`src/rtl/aidc_lite_pkg.sv`:
```
// Shared types and constants for the AIDC-Lite code buffer path.
package aidc_lite_pkg;

  typedef enum logic [1:0] {
    IDLE   = 2'd0,
    FILL   = 2'd1,
    DECIDE = 2'd2,
    DRAIN  = 2'd3
  } state_t;

  localparam int CODE_WORD_W = 64;
  localparam int LINE_W      = 512;

  // Code prefix shared with the concatenator's word format
  localparam logic [1:0] CC_PREFIX = 2'b11;

  function automatic logic [CODE_WORD_W-1:0] raw_word(
    input logic [LINE_W-1:0] line,
    input logic [2:0]        idx
  );
    return line[int'(idx)*CODE_WORD_W +: CODE_WORD_W];
  endfunction

endpackage

```
`src/rtl/aidc_lite_word_buf.sv`:
```
// Code-word register file: one synchronous write port, one combinational read port.
module aidc_lite_word_buf
  import aidc_lite_pkg::*;
#(
  parameter int DEPTH = 16,
  parameter int AW    = 4
) (
  input  logic                   clk,
  input  logic                   i_we,
  input  logic [AW-1:0]          i_waddr,
  input  logic [CODE_WORD_W-1:0] i_wdata,
  input  logic [AW-1:0]          i_raddr,
  output logic [CODE_WORD_W-1:0] o_rdata
);

  logic [CODE_WORD_W-1:0] r_mem [DEPTH];

  // Contents are don't-care after reset, so the array carries no reset
  always_ff @(posedge clk) begin
    if (i_we) begin
      r_mem[i_waddr] <= i_wdata;
    end
  end

  assign o_rdata = r_mem[i_raddr];

endmodule

```
`src/rtl/aidc_lite_code_buf_ctrl.sv`:
```
// Sequences one line through encoder/concatenator, buffers code words, and
// streams either the compressed image or the raw line downstream.
module aidc_lite_code_buf_ctrl
  import aidc_lite_pkg::*;
#(
  parameter int WORD_DEPTH  = 16,
  parameter int RAW_WORDS   = 8,
  parameter int COMP_THRESH = 8
) (
  input  logic                   clk,
  input  logic                   rst,
  input  logic                   line_valid_i,
  input  logic [LINE_W-1:0]      line_data_i,
  output logic                   line_ready_o,
  output logic                   enc_start_o,
  input  logic                   cc_valid_i,
  input  logic [3:0]             cc_addr_i,
  input  logic [CODE_WORD_W-1:0] cc_data_i,
  input  logic                   cc_done_i,
  output logic                   out_valid_o,
  input  logic                   out_ready_i,
  output logic [CODE_WORD_W-1:0] out_data_o,
  output logic                   out_last_o,
  output logic                   out_comp_o,
  output logic [3:0]             out_len_o,
  output logic                   err_o
);

  localparam logic [4:0] FULL_CNT   = 5'(WORD_DEPTH);
  localparam logic [4:0] THRESH_CNT = 5'(COMP_THRESH);
  localparam logic [3:0] RAW_LEN    = 4'(RAW_WORDS - 1);

  state_t              r_state;
  logic [LINE_W-1:0]   r_raw;
  logic [4:0]          r_count;
  logic                r_ovf;
  logic [3:0]          r_ptr;
  logic                r_line_ready;
  logic                r_enc_start;
  logic                r_out_valid;
  logic                r_out_last;
  logic                r_out_comp;
  logic [3:0]          r_out_len;
  logic                r_err;

  logic                   w_line_hs;
  logic                   w_in_fill;
  logic                   w_addr_ok;
  logic                   w_full;
  logic                   w_we;
  logic                   w_comp_dec;
  logic [3:0]             w_len_dec;
  logic                   w_out_hs;
  logic [CODE_WORD_W-1:0] w_buf_rdata;

  assign w_line_hs  = line_valid_i & r_line_ready;
  assign w_in_fill  = (r_state == FILL);
  assign w_addr_ok  = ({1'b0, cc_addr_i} == r_count);
  assign w_full     = (r_count == FULL_CNT);
  // Out-of-order addresses and writes past a full buffer never reach storage
  assign w_we       = w_in_fill & cc_valid_i & w_addr_ok & ~w_full;
  assign w_comp_dec = (r_count < THRESH_CNT) & ~r_ovf & (r_count != 5'd0);
  assign w_len_dec  = w_comp_dec ? (r_count[3:0] - 4'd1) : RAW_LEN;
  assign w_out_hs   = r_out_valid & out_ready_i;

  aidc_lite_word_buf #(
    .DEPTH (WORD_DEPTH),
    .AW    (4)
  ) u_word_buf (
    .clk     (clk),
    .i_we    (w_we),
    .i_waddr (cc_addr_i),
    .i_wdata (cc_data_i),
    .i_raddr (r_ptr),
    .o_rdata (w_buf_rdata)
  );

  // Control FSM with registered handshake/status outputs
  always_ff @(posedge clk) begin
    if (rst) begin
      r_state      <= IDLE;
      r_count      <= 5'd0;
      r_ovf        <= 1'b0;
      r_ptr        <= 4'd0;
      r_line_ready <= 1'b1;
      r_enc_start  <= 1'b0;
      r_out_valid  <= 1'b0;
      r_out_last   <= 1'b0;
      r_out_comp   <= 1'b0;
      r_out_len    <= 4'd0;
      r_err        <= 1'b0;
    end else begin
      r_enc_start <= 1'b0;
      if (cc_valid_i && (!w_in_fill || !w_addr_ok)) begin
        r_err <= 1'b1;
      end
      case (r_state)
        IDLE: begin
          if (w_line_hs) begin
            r_raw        <= line_data_i;
            r_count      <= 5'd0;
            r_ovf        <= 1'b0;
            r_enc_start  <= 1'b1;
            r_line_ready <= 1'b0;
            r_state      <= FILL;
          end
        end
        FILL: begin
          if (cc_valid_i) begin
            if (w_we) begin
              r_count <= r_count + 5'd1;
            end
            if (w_full) begin
              r_ovf <= 1'b1;
            end
            if (cc_done_i) begin
              r_state <= DECIDE;
            end
          end
        end
        DECIDE: begin
          r_out_comp  <= w_comp_dec;
          r_out_len   <= w_len_dec;
          r_ptr       <= 4'd0;
          r_out_valid <= 1'b1;
          r_out_last  <= (w_len_dec == 4'd0);
          r_state     <= DRAIN;
        end
        DRAIN: begin
          if (w_out_hs) begin
            if (r_out_last) begin
              r_out_valid  <= 1'b0;
              r_out_last   <= 1'b0;
              r_line_ready <= 1'b1;
              r_state      <= IDLE;
            end else begin
              r_ptr      <= r_ptr + 4'd1;
              r_out_last <= ((r_ptr + 4'd1) == r_out_len);
            end
          end
        end
        default: begin
          r_state      <= IDLE;
          r_line_ready <= 1'b1;
          r_out_valid  <= 1'b0;
          r_out_last   <= 1'b0;
        end
      endcase
    end
  end

  assign line_ready_o = r_line_ready;
  assign enc_start_o  = r_enc_start;
  assign out_valid_o  = r_out_valid;
  assign out_last_o   = r_out_last;
  assign out_comp_o   = r_out_comp;
  assign out_len_o    = r_out_len;
  assign err_o        = r_err;
  assign out_data_o   = r_out_comp ? w_buf_rdata : raw_word(r_raw, r_ptr[2:0]);

endmodule

```
`config.mk`:
```
export PLATFORM = sky130hd
export DESIGN_NAME = aidc_lite_code_buf_ctrl
export DESIGN_NICKNAME = d
export VERILOG_FILES = /design/src/rtl/aidc_lite_pkg.sv /design/src/rtl/aidc_lite_word_buf.sv /design/src/rtl/aidc_lite_code_buf_ctrl.sv
export SDC_FILE = /design/constraint.sdc
export NUM_CORES = 2
export LEC_CHECK = 0
export BUFFER_PORTS_ARGS = -buffer_cell sky130_fd_sc_hd__buf_2
export CORE_ASPECT_RATIO = 0.7
export CORE_MARGIN = 5
export CORE_UTILIZATION = 50
export DETAILED_ROUTE_END_ITERATION = 7
export GPL_TIMING_DRIVEN = 0
export HOLD_SLACK_MARGIN = 0.03
export PLACE_DENSITY = 0.7
export SYNTH_ARGS = -nofsm -noshare
export SYNTH_HDL_FRONTEND = slang
export SYNTH_SLANG_ARGS = --single-unit
```
`constraint.sdc`:
```
create_clock -name clk -period 33.3 [get_ports clk]
set_input_delay 1.665 -clock clk [delete_from_list [all_inputs] [get_ports clk]]
set_output_delay 1.665 -clock clk [all_outputs]
set_load 0.03 [all_outputs]
```
==> metrics.md, run 1 <==
| Metric | Value |
|---|---|
| CTS root buffer | clkbuf_16 |
| Critical path class | register to output pin |
| Antenna viol nets, final | 0 |
| Period utilization | 0.2041 |
| Fillers | 8192 |
| Relative slew slack | 0.1218 |
| Worst-path clk slew | 0.06 ns |
| Num Clock Sinks | 1562 |
| Post-Syn Area | 58900 um2 |
| Max VDD drop | 0.04850 mV |
| Clk buf depth | 3 |
| Leading area contributor after synthesis | edfxtp_1 |
| Area contributors post-synth | edfxtp_1, mux4_2, a22oi_1 |
| First-pass GRT wire length | 210900 um |
| Skew-Pair Late Insertion Delay | 0.78 ns |
| Worst EP arrival | 5.13 ns |
| Share of layout cells above drive strength 1 | 0.3959 |
| Ys Warns | 0 |
| Critical path's largest stage delay | 0.93 ns |
| Core Box Area | 117100 um2 |
| Drt via density | 5.932 |
| Register area share after synthesis | 0.7919 |
| Post-synth EDFFs | 1536 |
| DR vias | 30047 |
| Worst Setup End Kind | output pin |
| Detailed Routing Iterations Pass 1 | 6 |
| DRT Wirelength | 147000 um |
| Filler-free cell count of the finished design | 5065 |
| FF+latch count, synth | 1562 |
| Leakage power | 22.49 nW |
| Cell Pwr Density | 59.20 nW/um2 |
| Post-CTS Repair Setup Buffers | 0 |
| Initial antenna violation count | 28 |
| Most frequent cell after synthesis | edfxtp_1 |
| Dpl hpwl | 99450 um |
| # setup viols final | 0 |
| CTS resizes | 0 |
| Pin count of the biggest net entering global routing | 37 |
| Overall power | 4.176 mW |
| Synth Net Count | 3092 |
| Critical path, cell by cell | clkbuf_1 -> clkbuf_2 -> clkbuf_1 -> mux4_2 -> mux2i_1 -> o211ai_1 -> buf_2 |
| Drt drc | 0 |
| Post-CTS Hold Buffers | 0 |
| Area Growth Syn to Fin | 19.75% |
| Top FF cell, synth | edfxtp_1 |
| Status | finished, final reports clean |
| Max_cap viols | 0 |
| CP max stage cell | clkbuf_1 |
| Final min period | 6.796 ns |
| Final Hold Viols | 0 |
| GRT Residual Overflow | 0 |
| CTS buffer count | 148 |
| Fin. max-slew vios | 0 |
| Die X-Extent | 420.2 um |
| Number of I/O port buffers | 657 |
| Die Y | 297.2 um |
| Gr usage total | 0.2343 |
| I/O pins | 660 |
| Ys async rst share | 0 |
| Die area | 124900 um2 |
| CP most frequent cell | clkbuf_1 |
| Routed wire per std cell | 29.02 um |
| Post-Synthesis Cells | 2498 |
| Hold Crit Class | register to register |
| CP Max Fanout | 10 |
| Most frequent cells after synthesis | edfxtp_1, mux4_2, a22oi_1 |
| Initial Util | 0.5032 |
| Max Freq | 0.1471 GHz |
| Post-synth top area share | 0.7831 |
| Placed insts | 4794 |
| CTS tree | built |
| Avg Cell Area, Syn | 23.58 um2 |
| RSZ-0062 raised after global routing | false |
| Skew final | 0.01957 ns |
| Slew of the pin with the lowest slew margin | 1.317 ns |
| Rows | 105 |
| Final nets | 3987 |
| Gpl congestion | 0.7596 |
| # H-tree levels | 4 |
| Yosys cell types | 47 |
| Crit path required time | 31.63 ns |
| Worst setup SP type | register |
| Starting DRT DRC Count | 3048 |
| Vias in the first global route | 31081 |
| Final setup TNS | 0 ns |
## flip-flops by register name (all words and copies together), names as in the netlist, named ones only
| name | flops |
|---|---|
| r_ovf | 1 |
| err_o | 1 |
| u_word_buf.r_mem | 1024 |
| r_raw | 512 |
| out_last_o | 1 |
| r_state | 2 |
| enc_start_o | 1 |
| r_ptr | 4 |
| out_comp_o | 1 |
| out_len_o | 4 |
| line_ready_o | 1 |
| out_valid_o | 1 |
| r_count | 5 |
## metal layers
layer / vias to the layer above / track usage / wire (um)
li1: 12632 / - / -
met1: 15755 / 0.3302 / 59770
met2: 1404 / 0.3609 / 68840
met3: 232 / 0.07085 / 14560
met4: 24 / 0.06517 / 3658
met5: - / 0 / 140
## metrics by stage
| stage | worst slack, ns | hold WS (ns) | instance area (um2) | util |
|---|---|---|---|---|
| finish | 26.50 | 0.4710 | 70530 | 0.6025 |
| global route | 26.11 | 0.5012 | 70520 | 0.6024 |
| CTS | 26.21 | 0.4724 | 70510 | 0.6024 |
| floorplan | 8.616 | 0.4418 | 58900 | - |
| global placement | 0.2698 | 0.4520 | 64130 | 0.5478 |
| detailed placement | 27.07 | 0.4562 | 65780 | 0.5619 |
## cell families (layout without fill, tap and decap cells)
| group | count (synthesis) | in the layout | synth area share |
|---|---|---|---|
| multiplexers | 449 | 449 | 0.1579 |
| other | 0 | 8 | 0 |
| adder cells (fa/ha/maj) | 8 | 8 | 0.001699 |
| AND/OR/NAND/NOR | 92 | 92 | 0.007711 |
| AO/OA/AOI/OAI | 228 | 228 | 0.02861 |
| flip-flops | 1562 | 1562 | 0.7919 |
| buffers and inverters | 148 | 1156 | 0.01041 |
| XOR/XNOR | 11 | 11 | 0.001763 |
## where the power goes
part	switching, mW	leakage [nW]	internal (mW)
Sequential	0.0220	14.1	2.26
Clock	0.727	2.29	0.928
Combinational	0.147	6.09	0.0880
Total	0.896	22.5	3.28
## final timing paths
| path | to | from | cells past startpoint | slack [ns] |
|---|---|---|---|---|
| max | out_data_o[63] | r_ptr[2] | 7 | 26.50 |
| min | err_o | err_o | 2 | 0.47 |
| max reg2reg | u_word_buf.r_mem[4][33] | r_state[1] | 11 | 29.33 |
| min reg2reg | err_o | err_o | 2 | 0.47 |
## layout by cell type (no fill, tap or decap), types with 11 or more instances in the layout
| master | netlist | final |
|---|---|---|
| a22oi_1 | 128 | 128 |
| buf_1 | 15 | 15 |
| buf_12 | 0 | 43 |
| buf_2 | 34 | 691 |
| buf_6 | 1 | 30 |
| bufinv_16 | 0 | 11 |
| clkbuf_1 | 86 | 112 |
| clkbuf_16 | 0 | 151 |
| clkinv_1 | 0 | 36 |
| clkinv_2 | 0 | 13 |
| dfxtp_1 | 26 | 26 |
| edfxtp_1 | 1536 | 1536 |
| mux2i_1 | 65 | 65 |
| mux4_2 | 384 | 384 |
| nand2_1 | 12 | 12 |
| nand3_1 | 13 | 13 |
| nor2_1 | 31 | 16 |
| nor2_4 | 0 | 13 |
| o211ai_1 | 69 | 69 |
## critical path: cells and delay by family (launching register included)
| family | cells | cell delay (ns) |
|---|---|---|
| AO/OA/AOI/OAI | 1 | 0.29 |
| buffers and inverters | 4 | 2.69 |
| flip-flops | 1 | 0.30 |
| multiplexers | 2 | 0.98 |
## area by class of cell
class	instances	area [um2]	share of cell area
sequential	1562	46640	0.6613
tap	1551	1941	0.02751
buffer	138	580.6	0.008231
clock buffer	183	3919	0.05556
clock inverter	80	814.5	0.01155
antenna	8	20.02	0.0002838
multi-input combinational	788	11770	0.1668
inverter	10	37.54	0.0005322
timing repair buffer	745	4808	0.06817
No activity file was read; power rests on OpenSTA's default activity.
==> run 2: changes to the inputs <==
--- a/config.mk
+++ b/config.mk
@@ -12,7 +12,7 @@
 export DETAILED_ROUTE_END_ITERATION = 7
 export GPL_TIMING_DRIVEN = 0
 export HOLD_SLACK_MARGIN = 0.03
-export PLACE_DENSITY = 0.7
+export PLACE_DENSITY = 0.73
 export SYNTH_ARGS = -nofsm -noshare
 export SYNTH_HDL_FRONTEND = slang
 export SYNTH_SLANG_ARGS = --single-unit
==> constraint.sdc (replaced) <==
create_clock -name clk -period 5.8 [get_ports clk]
set_input_delay 0.29 -clock clk [delete_from_list [all_inputs] [get_ports clk]]
set_output_delay 0.29 -clock clk [all_outputs]
set_load 0.03 [all_outputs]
==> metrics.md, run 2 (synthesized netlist as in run 1, its figures left out) <==
| Metric | Value |
|---|---|
| Status | finished, final reports clean |
| Share of layout cells above drive strength 1 | 0.3424 (-0.05348) |
| Crit path required time | 5.51 ns (-26.12 ns) |
| CP most frequent cell | buf_2 |
| Gpl congestion | 0.7695 (+1.3%) |
| I/O pins | 660 (unchanged) |
| Area post-placement | 65970 um2 (+0.29%) |
| Die area | 124900 um2 (unchanged) |
| CP Max Fanout | 10 (unchanged) |
| Final min period | 5.344 ns |
| Worst-path clk slew | 0.07 ns (about the same) |
| CTS buffer count | 148 (unchanged) |
| Final Util | 0.6540 (+0.05145) |
| Vias in the first global route | 35246 (+13%) |
| First-pass GRT wire length | 237100 um (+12%) |
| Number of I/O port buffers | 657 (unchanged) |
| CTS root buffer | clkbuf_16 |
| Sw Share | 0.2210 (+0.006338) |
| Clk buf depth | 3 (unchanged) |
| Slew of the pin with the lowest slew margin | 1.308 ns (-0.009533 ns) |
| Overall power | 24.40 mW (+480%) |
| Skew final | 0.02411 ns (+0.004544 ns) |
| DRT Wirelength | 164100 um (+12%) |
| Final hold slack | 0.2067 ns (-0.2643 ns) |
| Sequential share of power | 0.539 (-0.008) |
| Design Area, Final | 76550 um2 (+8.5%) |
| Max VDD drop | 0.2802 mV (+480%) |
| Pin count of the biggest net entering global routing | 38 (+2.7%) |
| Drt drc | 0 (unchanged) |
| Worst setup endpoint | out_data_o[40] |
| CP max stage cell | clkbuf_1 |
| Internal power | 19.01 mW (+480%) |
| CTS resizes | 0 (unchanged) |
| Relative slew slack | 0.1281 (+0.006355) |
| Rows | 105 (unchanged) |
| Num Clock Sinks | 1562 (unchanged) |
| Top Registers | u_word_buf.r_mem (1024), r_raw (512), r_count (5) |
| Worst Hold Depth | 4 (+2) |
| Worst setup SP type | register |
| Dpl hpwl | 99630 um (+0.18%) |
| Max_cap viols | 0 (unchanged) |
| Area Growth Syn to Fin | 29.97% |
| Hold Crit Start | cc_addr_i[3] |
| Fillers | 7400 (-9.7%) |
| Leakage power | 24.94 nW (+11%) |
| Crit path launch | r_ptr[0] |
| Worst EP arrival | 5.05 ns (-0.08 ns) |
| Detailed Routing Iterations Pass 1 | 8 (+2) |
| Reg2reg setup slack | 2.07 ns (-27.26 ns) |
| Placed insts | 4782 (-0.25%) |
| Filler-free cell count of the finished design | 5639 (+11%) |
| # setup viols final | 0 (unchanged) |
| Clock power frac | 0.390 (-0.006) |
| Starting DRT DRC Count | 3836 (+26%) |
| Gr usage total | 0.2630 (+0.02865) |
| Antenna viol nets, final | 0 (unchanged) |
| Initial Util | 0.5032 (unchanged) |
| Fin. max-slew vios | 0 (unchanged) |
| RR Endpoint | u_word_buf.r_mem[4][29] |
| Max Freq | 0.1871 GHz |
| Post-CTS Repair Setup Buffers | 0 (unchanged) |
| Critical path, cell by cell | clkbuf_1 -> clkbuf_2 -> buf_16 -> buf_2 -> mux4_2 -> mux2i_1 -> o211ai_1 -> buf_2 |
| Period utilization | 0.9214 |
| Hold Crit Class | primary input to register |
| FF-to-FF Start | r_state[1] |
| Core Box Area | 117100 um2 (unchanged) |
| Routed wire per std cell | 29.11 um (+0.31%) |
| Die Y | 297.2 um (unchanged) |
| Skew-Pair Late Insertion Delay | 0.79 ns (about the same) |
| GRT Residual Overflow | 0 (unchanged) |
| Cell Pwr Density | 318.8 nW/um2 (+440%) |
| Max reg flops | 1024 (unchanged) |
| Setup ws final | 0.4556 ns (-26.05 ns) |
| Worst reg2reg path depth | 10 (-1) |
| # H-tree levels | 4 (unchanged) |
| Net switching power | 5.393 mW (+500%) |
| Place WS | 1.276 ns (-25.80 ns) |
| Final nets | 4559 (+14%) |
| Worst Setup End Kind | output pin |
| Commonest non-fill, non-tap cell in the layout | edfxtp_1 |
| Die X-Extent | 420.2 um (unchanged) |
| Combinational power share | 0.071 (+0.015) |
| Final setup TNS | 0 ns (unchanged) |
| Drt via density | 5.909 (-0.39%) |
| DR vias | 33321 (+11%) |
| CTS tree | built |
| Critical path class | register to output pin |
| RSZ-0062 raised after global routing | false |
| Largest reg by FF count | u_word_buf.r_mem |
| Most frequent cells in the layout | edfxtp_1, buf_2, dlygate4sd3_1 |
| Final Hold Viols | 0 (unchanged) |
| Initial antenna violation count | 16 (-43%) |
| Critical path's largest stage delay | 0.96 ns (+0.03 ns) |
[run 2: cell types whose count changed in the layout (fill, tap and decap cells not counted), moves of 4 or more]
cell,previous run,this run
buf_16,8,23
buf_6,30,1
clkinv_1,36,19
clkinv_2,13,18
clkinv_4,1,5
diode_2,8,14
dlygate4sd3_1,0,583
nor3_2,4,0
nor3_4,0,4
[run 2: per-layer routing]
metal	up-vias	global-route usage	routed length [um]
met5	-	0	26
met4	4	0.08069	4245
met3	291	0.07313	18110
met2	2069	0.4210	79500
met1	17190	0.3567	62240
li1	13767	-	-
[run 2: timing repair]
action,4_1_cts,5_1_grt
setup endpoints to repair,0,0
hold buffers,583,0
endpoints found under the hold margin,1573,0
[run 2: worst min-delay path by stage]
stage / end / slack, ns
3_5_place_dp: err_o / 0.45
2_1_floorplan: r_raw[0] / 0.39
3_3_place_gp: err_o / 0.44
5_1_grt: err_o / 0.15
6_report: err_o / 0.21
4_1_cts: err_o / 0.08
[run 2: cell type report]
type,instances,area [um2],share of cell area
diodes,14,35.03,0.0004576
plain buffers,138,581.8,0.007600
clock buffers,188,3958,0.05170
clock inverters,71,738.2,0.009643
inverters,10,37.54,0.0004903
multi-input cells,788,11820,0.1543
flip-flops and latches,1562,46650,0.6094
well taps,1551,1941,0.02535
repair buffers,1317,10800,0.1411
[run 2: worst max-delay path: cells and delay by family, from the launching register on]
family	cells	cell delay (ns)
AOI/OAI and AO/OA	1	0.33
DFF	1	0.33
muxes	2	1.08
buffers and inverters	5	2.48
[run 2: power by group through the flow]
stage               Combinational, mW  Sequential [mW]  Clock [mW]
detailed placement               1.38             13.4           0
finish                           1.74             13.1        9.52
floorplan                       0.668             13.5           0
CTS                              1.71             13.1        9.63
global placement                 1.25             13.6           0
global route                     1.85             13.2        10.2
